==> src/rtl/spm_pkg.sv <==
// Shared types and helpers for the serial-parallel multiplier.
// Holds the FSM state encoding and the counter-width function.
package spm_pkg;

    typedef enum logic [1:0] {
        IDLE = 2'd0,
        MULT = 2'd1,
        DONE = 2'd2
    } state_t;

    // Ceiling log2, at least 1 so a counter is never zero bits wide.
    function automatic int clog2(input int v);
        int r;
        r = 1;
        while ((1 << r) < v) r++;
        return r;
    endfunction

endpackage

==> src/rtl/spm_csa_array.sv <==
// Carry-save serial-parallel array: x is parallel, ybit arrives LSB first,
// and one product bit leaves on p every enabled cycle.
module spm_csa_array
    import spm_pkg::*;
#(
    parameter int WIDTH = 32
) (
    input  logic             clk,
    input  logic             rst,
    input  logic             clr,
    input  logic             en,
    input  logic [WIDTH-1:0] x,
    input  logic             ybit,
    input  logic             tc,
    output logic             p
);

    logic [WIDTH-1:0] s_q, c_q, s_d, c_d;
    logic [WIDTH-1:0] pp, t, k;

    // s+c+pp == t+2k holds exactly in both signed and unsigned readings, so
    // halving t (arithmetic shift when tc) keeps the running sum exact.
    always_comb begin
        pp  = x & {WIDTH{ybit}};
        t   = s_q ^ c_q ^ pp;
        k   = (s_q & c_q) | (s_q & pp) | (c_q & pp);
        s_d = {tc & t[WIDTH-1], t[WIDTH-1:1]};
        c_d = k;
    end

    assign p = t[0];

    always_ff @(posedge clk) begin
        if (rst || clr) begin
            s_q <= '0;
            c_q <= '0;
        end else if (en) begin
            s_q <= s_d;
            c_q <= c_d;
        end
    end

endmodule

==> src/rtl/spm_param_mult.sv <==
// Parameterised serial-parallel multiplier: FSM, counter, operand registers
// and product shift register around the carry-save array.
module spm_param_mult
    import spm_pkg::*;
#(
    parameter int   WIDTH      = 32,
    parameter logic SIGNED_DEF = 1'b1
) (
    input  logic               clk,
    input  logic               rst,
    input  logic               start,
    input  logic               tc,
    input  logic [WIDTH-1:0]   mc,
    input  logic [WIDTH-1:0]   mp,
    output logic [2*WIDTH-1:0] prod,
    output logic               done,
    output logic               busy
);

    localparam int CW = clog2(2 * WIDTH);
    localparam logic [CW-1:0] LAST = CW'(2 * WIDTH - 1);

    state_t             state_q, state_d;
    logic [CW-1:0]      cnt_q;
    logic [WIDTH-1:0]   mc_q, mp_q;
    logic               tc_q;
    logic [2*WIDTH-1:0] prod_q;
    logic               capture, step, pbit;

    always_ff @(posedge clk) begin
        if (rst) state_q <= IDLE;
        else     state_q <= state_d;
    end

    always_comb begin
        state_d = state_q;
        case (state_q)
            IDLE:    if (start) state_d = MULT;
            MULT:    if (!start) state_d = IDLE;
                     else if (cnt_q == LAST) state_d = DONE;
            DONE:    if (!start) state_d = IDLE;
            default: state_d = IDLE;
        endcase
    end

    always_comb begin
        busy    = (state_q == MULT);
        done    = (state_q == DONE);
        capture = (state_q == IDLE) && start;
        step    = (state_q == MULT) && start;
    end

    // The multiplier shifts right with sign fill, so after WIDTH steps it
    // supplies the sign-extension bits by itself.
    always_ff @(posedge clk) begin
        if (rst) begin
            cnt_q  <= '0;
            mc_q   <= '0;
            mp_q   <= '0;
            tc_q   <= SIGNED_DEF;
            prod_q <= '0;
        end else if (capture) begin
            cnt_q <= '0;
            mc_q  <= mc;
            mp_q  <= mp;
            tc_q  <= tc;
        end else if (step) begin
            cnt_q  <= cnt_q + CW'(1);
            mp_q   <= {tc_q & mp_q[WIDTH-1], mp_q[WIDTH-1:1]};
            prod_q <= {pbit, prod_q[2*WIDTH-1:1]};
        end
    end

    spm_csa_array #(.WIDTH(WIDTH)) u_array (
        .clk  (clk),
        .rst  (rst),
        .clr  (capture),
        .en   (step),
        .x    (mc_q),
        .ybit (mp_q[0]),
        .tc   (tc_q),
        .p    (pbit)
    );

    assign prod = prod_q;

endmodule

==> config.mk <==
export PLATFORM = sky130hd
export DESIGN_NAME = spm_param_mult
export DESIGN_NICKNAME = d
export VERILOG_FILES = /design/src/rtl/spm_pkg.sv /design/src/rtl/spm_csa_array.sv /design/src/rtl/spm_param_mult.sv
export SDC_FILE = /design/constraint.sdc
export NUM_CORES = 1
export LEC_CHECK = 0
export CAP_MARGIN = 20
export CORE_ASPECT_RATIO = 1.75
export CORE_UTILIZATION = 55
export CTS_BUF_LIST = sky130_fd_sc_hd__clkbuf_16
export DETAILED_ROUTE_END_ITERATION = 12
export PLACE_DENSITY = 0.79
export SLEW_MARGIN = 5
export SYNTH_ARGS = -nofsm -noshare
export SYNTH_HDL_FRONTEND = slang
export SYNTH_SLANG_ARGS = --single-unit
export TNS_END_PERCENT = 30
==> constraint.sdc <==
create_clock -name clk -period 5.2 [get_ports clk]
set_clock_uncertainty 0.2 [all_clocks]
set_input_delay 1.04 -clock clk [delete_from_list [all_inputs] [get_ports clk]]
set_output_delay 1.04 -clock clk [all_outputs]
set_load 0.1 [all_outputs]
==> results of run 1 <==
==> state kept, by name, indices dropped and copies added, names as in the netlist <==
name and cells:
cnt_q 6, mc_q 32, mp_q 32, prod 64, state_q 2, tc_q 1, u_array.c_q 32, u_array.s_q 32
==> layout by cell type (no fill, tap or decap), types with 3 or more instances in the layout <==
cell             netlist  layout
a211oi_1              41      41
fa_1                  32      32
clkinv_2               0       3
nor2_1                99      99
clkbuf_16              0      21
buf_4                  9       8
nand3_1                4       4
o21ai_0                3       3
dfxtp_1              201     200
nand3b_1               3       3
a211oi_2              54      54
clkinv_1               1       6
inv_1                 64      66
a21oi_1              101     101
mux2i_1               31      31
clkdlybuf4s50_1        0     132
nand2_1              228     228
==> per-stage QoR <==
step,instance area (um2),hold WS [ns]
after floorplan,8580,0.232
after global placement,9830,0.240
after detailed placement,9830,0.247
after CTS,10400,0.252
after global routing,10400,0.269
final,10400,0.250
==> logic make-up (layout without fill, tap and decap cells) <==
logic type | Yosys count | count (layout) | share of synthesized area
AND/OR/NAND/NOR | 350 | 350 | 0.162
buffers and inverters | 139 | 240 | 0.0777
adder cells (fa/ha/maj) | 33 | 33 | 0.0761
multiplexers | 31 | 31 | 0.0361
flip-flops | 201 | 201 | 0.469
XOR/XNOR | 2 | 2 | 0.00204
AO/OA/AOI/OAI | 201 | 201 | 0.177
==> power groups by stage <==
stage / Sequential [mW] / Combinational [mW] / Clock [mW]
floorplan: 1.64 / 0.197 / 0
global placement: 1.65 / 0.267 / 0
detailed placement: 1.65 / 0.274 / 0
CTS: 1.62 / 0.276 / 1.39
global route: 1.62 / 0.302 / 1.46
finish: 1.62 / 0.272 / 1.36
==> metal layers <==
layer / vias up / track usage / routed length, um
met5: - / 0 / 0
met4: 0 / 0.0671 / 425
met3: 31 / 0.0413 / 732
met2: 101 / 0.395 / 9070
met1: 3066 / 0.269 / 7240
li1: 3304 / - / -
==> final cells by class <==
cell class,instances,area (um2)
repair buffers,142,1420
flip-flops and latches,201,4030
fillers,1262,4870
inverters,65,244
clock buffers,21,526
clock inverters,12,87.6
well taps,186,233
multi-input cells,617,3910
==> worst max path at each step <==
stage / startpoint / to / slack, ns / depth (start not counted)
floorplan: state_q[0] / busy / 1.82 / 4
global placement: start / mp_q[9] / 1.84 / 5
detailed placement: start / mp_q[11] / 1.76 / 5
global route: state_q[0] / busy / 1.31 / 2
CTS: state_q[0] / busy / 1.36 / 2
finish: state_q[0] / busy / 1.41 / 2
==> worst max-delay path, cell delays in order, from the launching register on <==
cell	delay (ns)
dfxtp_2	0.66
nor2b_1	0.24
clkdlybuf4s50_1	1.17
==> impl_metrics.json, run 1 <==
{
  "synth_top_cells_by_area": "dfxtp_1 47%, nand2_1 10%, a211oi_2 7.9%, fa_1 7.5%, a21oi_1 5.9%",
  "antenna_found_initial": 0,
  "synth_area_mm2": 0.00858,
  "synth_edf_count": 0,
  "grt_pass1_wl_um": 29300,
  "grtUsageTotal": 0.224,
  "dpl.hpwl_um": 11000,
  "vias": 6502,
  "clkTransAtPathRegs_ns": 0.06,
  "clock.fmax_mhz": 264,
  "io_pins": 134,
  "synth-seq-area-share": 0.469,
  "synth.distinct_cells": 35,
  "ys.flop_type": "dfxtp_1",
  "timing.hold.worst.start": "u_array.s_q[31]",
  "avgSynthCellArea_um2": 8.97,
  "hold_depth": 2,
  "drive_above_1_share": 0.0898,
  "p_switching_uw": 769,
  "slew_headroom": 0.272,
  "period_share": 0.729,
  "synth_most_common_cell": "nand2_1",
  "wl_per_cell_um": 14.0,
  "r2r-end": "u_array.s_q[13]",
  "post_cts_buffers": 0,
  "tightestPinTransition_ns": 1.09,
  "sequentialPowerShare": 0.498,
  "antennaDiodeCount": 0,
  "tns_ns": 0,
  "drv_cap": 0,
  "vias_per_cell": 5.23,
  "drt_iter0_markers": 174,
  "firstDrtPassIters": 4,
  "final_core_util": 0.682,
  "cts_buffers": 20,
  "ctsResizeCount": 0,
  "cell_internal_pwr_mw": 2.48,
  "worst-endpoint-arrival_ns": 2.55,
  "syn_inst": 957,
  "fin_nets": 1148,
  "yosys_warnings": 0,
  "p_leak_nw": 3.32,
  "worstHoldPathType": "flip-flop to flip-flop",
  "grt_remaining_overflow": 0,
  "routed_wl_um": 17500,
  "syn_to_final_growth_pct": 21.7,
  "ys_ff_latch": 201,
  "synthTopCellsByCount": "228 x nand2_1, 201 x dfxtp_1, 101 x a21oi_1",
  "worstSetupPathType": "flip-flop to output port",
  "async_reset_ff_frac": 0,
  "cp-start-kind": "flip-flop",
  "clk_latency_ns": 0.49,
  "antenna_left": 0,
  "finalSetupViolations": 0,
  "crit_path_max_fanout": 22,
  "cts_tree": "yes",
  "first_global_vias": 6270,
  "clockPowerShare": 0.419,
  "initial_core_util": 0.561,
  "switching_share": 0.237,
  "vdd_ir_drop_max_uv": 283,
  "power_frac_comb": 0.084,
  "p_total_mw": 3.25,
  "finalWorstSetupSlack_ns": 1.41,
  "drc_errors": 0,
  "r2r_setup_slack_ns": 2.77,
  "die_x_um": 96.4,
  "rows": 60,
  "io_buffers": 133,
  "syn-num-nets": 1058,
  "rsz0062_at_grt": "false",
  "report.final.slew_viol_count": 0,
  "post-place-cells": 1211,
  "ctsHoldBuffers": 0,
  "cts_sinks": 201,
  "finalCriticalPeriod_ns": 3.79,
  "htree_levels": 1,
  "core_area_mm2": 0.0153,
  "dieHeight_um": 167,
  "netlist.area_leader.share": 0.469,
  "finalHoldViolCount": 0,
  "worstHoldEndpoint": "u_array.s_q[31]",
  "r2r_start": "state_q[0]",
  "instances_no_fill": 1244,
  "die-area_mm2": 0.0161,
  "pre_cts_slack_ns": 1.76,
  "status": "complete, no violations",
  "root_buffer": "clkbuf_16",
  "crit_path_end_kind": "output port",
  "globalplace.congestion": 0.782,
  "synth_top_area_cell": "dfxtp_1",
  "pwr_density_cell_mw_per_mm2": 311,
  "reg2regPathDepth": 4,
  "cts_buffer_depth": 3,
  "grt_max_degree": 75,
  "cp.required_ns": 3.96
}
(Power assumes the default switching activity.)
==> run 2: changes to the inputs <==
CORE_UTILIZATION = 49   (was 55)
PLACE_DENSITY = 0.75   (was 0.79)
clock period = 3.2 ns   (was 5.2 ns; I/O delays follow)
==> impl_metrics.json, run 2 (synthesis gave the netlist of run 1 again) <==
{
  "status": "complete, no violations",
  "cp.required_ns": 2.36,
  "use_met3": 0.0276,
  "reg2regPathDepth": 5,
  "grtUsageTotal": 0.198,
  "antenna_left": 0,
  "rows": 63,
  "cts_sinks": 201,
  "ctsResizeCount": 0,
  "crit_start": "state_q[1]",
  "grt_pass1_wl_um": 29100,
  "finalCriticalPeriod_ns": 2.40,
  "antenna_found_initial": 0,
  "die-area_mm2": 0.0181,
  "hold_ws_ns": 0.255,
  "clk_latency_ns": 0.49,
  "io_buffers": 133,
  "cp-start-kind": "flip-flop",
  "crit_path_max_fanout": 10,
  "seq_area_mm2": 0.00403,
  "grt_max_degree": 130,
  "first_global_vias": 6279,
  "clkTransAtPathRegs_ns": 0.06,
  "worst-endpoint-arrival_ns": 1.56,
  "finalHoldViolCount": 0,
  "p_leak_nw": 3.50,
  "drive_above_1_share": 0.155,
  "vdd_ir_drop_max_uv": 373,
  "die_x_um": 102,
  "cp-endpoint": "done",
  "root_buffer": "clkbuf_16",
  "hold_depth": 2,
  "clock.fmax_mhz": 416,
  "wl_per_cell_um": 13.5,
  "cts_buffers": 19,
  "cts_buffer_depth": 3,
  "worstHoldPathType": "flip-flop to flip-flop",
  "dieHeight_um": 177,
  "largest_reg_flops": 64,
  "crit_path_end_kind": "output port",
  "antennaDiodeCount": 0,
  "io_pins": 134,
  "core_area_mm2": 0.0170,
  "pwr_density_cell_mw_per_mm2": 496,
  "worstSetupPathType": "flip-flop to output port",
  "drv_cap": 0,
  "dpl.hpwl_um": 11400,
  "firstDrtPassIters": 4,
  "met2_usage": 0.350,
  "rsz0062_at_grt": "false",
  "ctsHoldBuffers": 0,
  "period_share": 0.751,
  "report.final.slew_viol_count": 0,
  "r2r_setup_slack_ns": 1.20,
  "r2r_start": "mp_q[0]",
  "drc_errors": 0,
  "htree_levels": 1,
  "mostFrequentLayoutCells": "228 x nand2_1, 200 x dfxtp_1, 101 x a21oi_1",
  "cts_tree": "yes",
  "vias_per_cell": 5.01,
  "globalplace.congestion": 0.765,
  "routed_wl_um": 17500,
  "slew_headroom": 0.572,
  "grt_remaining_overflow": 0,
  "busiest_layer": "met2",
  "drt_iter0_markers": 205,
  "initial_core_util": 0.504,
  "multiInputGateArea_mm2": 0.00391,
  "final_common_cell": "nand2_1",
  "p_total_mw": 5.17,
  "tns_ns": 0,
  "fill_cells": 1534,
  "post_cts_buffers": 0,
  "tightestPinTransition_ns": 0.641,
  "finalSetupViolations": 0,
  "met1_usage": 0.241,
  "syn_to_final_growth_pct": 21.5,
  "fin_nets": 1154,
  "r2r-end": "u_array.s_q[31]",
  "vias": 6462
}
[run 2: changes by cell type in the layout (fill, tap and decap cells not counted), sizes merged]
cell,change
buf,+73
clkbuf,-2
clkdlybuf4s50,-66
clkinv,-1
inv,+2
[run 2: layout make-up]
| cell class | instances | share of cell area |
|---|---|---|
| Sequential cell | 201 | 0.386 |
| Inverter | 65 | 0.0234 |
| Tap cell | 227 | 0.0272 |
| Multi-Input combinational cell | 617 | 0.375 |
| Timing Repair Buffer | 149 | 0.135 |
| Clock buffer | 19 | 0.0456 |
| Clock inverter | 13 | 0.00792 |
[run 2: metal layers]
| layer | part of all wire | up-vias |
|---|---|---|
| met2 | 0.53 | 95 |
| met5 | 0 | - |
| met1 | 0.41 | 3024 |
| met4 | 0.028 | 0 |
| li1 | - | 3313 |
| met3 | 0.034 | 30 |
[run 2: per-stage QoR]
stage | cell area [um2] | std cells | util | setup slack (ns)
floorplan | 8580 | 957 | - | 0.220
global placement | 9870 | 1259 | 0.580 | 0.560
detailed placement | 9870 | 1259 | 0.580 | 0.527
CTS | 10400 | 1291 | 0.613 | 0.758
global route | 10400 | 1291 | 0.613 | 0.688
finish | 10400 | 1291 | 0.613 | 0.796
[run 2: how the worst min path moves through the flow]
stage / start / to / slack (ns)
after floorplan: u_array.s_q[31] / u_array.s_q[31] / 0.23
after global placement: u_array.s_q[31] / u_array.s_q[31] / 0.24
after detailed placement: mc_q[28] / mc_q[28] / 0.25
after CTS: mc_q[28] / mc_q[28] / 0.26
after global routing: mc_q[28] / mc_q[28] / 0.27
final: mc_q[28] / mc_q[28] / 0.26
[run 2: power breakdown]
| group | leakage [nW] | switching (mW) | total, mW | internal (mW) |
|---|---|---|---|---|
| registers | 1.64 | 0.0436 | 2.62 | 2.58 |
| logic | 1.58 | 0.262 | 0.466 | 0.203 |
| clock network | 0.286 | 0.926 | 2.08 | 1.16 |
| total | 3.50 | 1.23 | 5.17 | 3.94 |
[run 2: critical path: stages, from the launching register on]
cell     delay (ns)
dfxtp_1        0.54
nor2b_1        0.23
buf_4          0.32
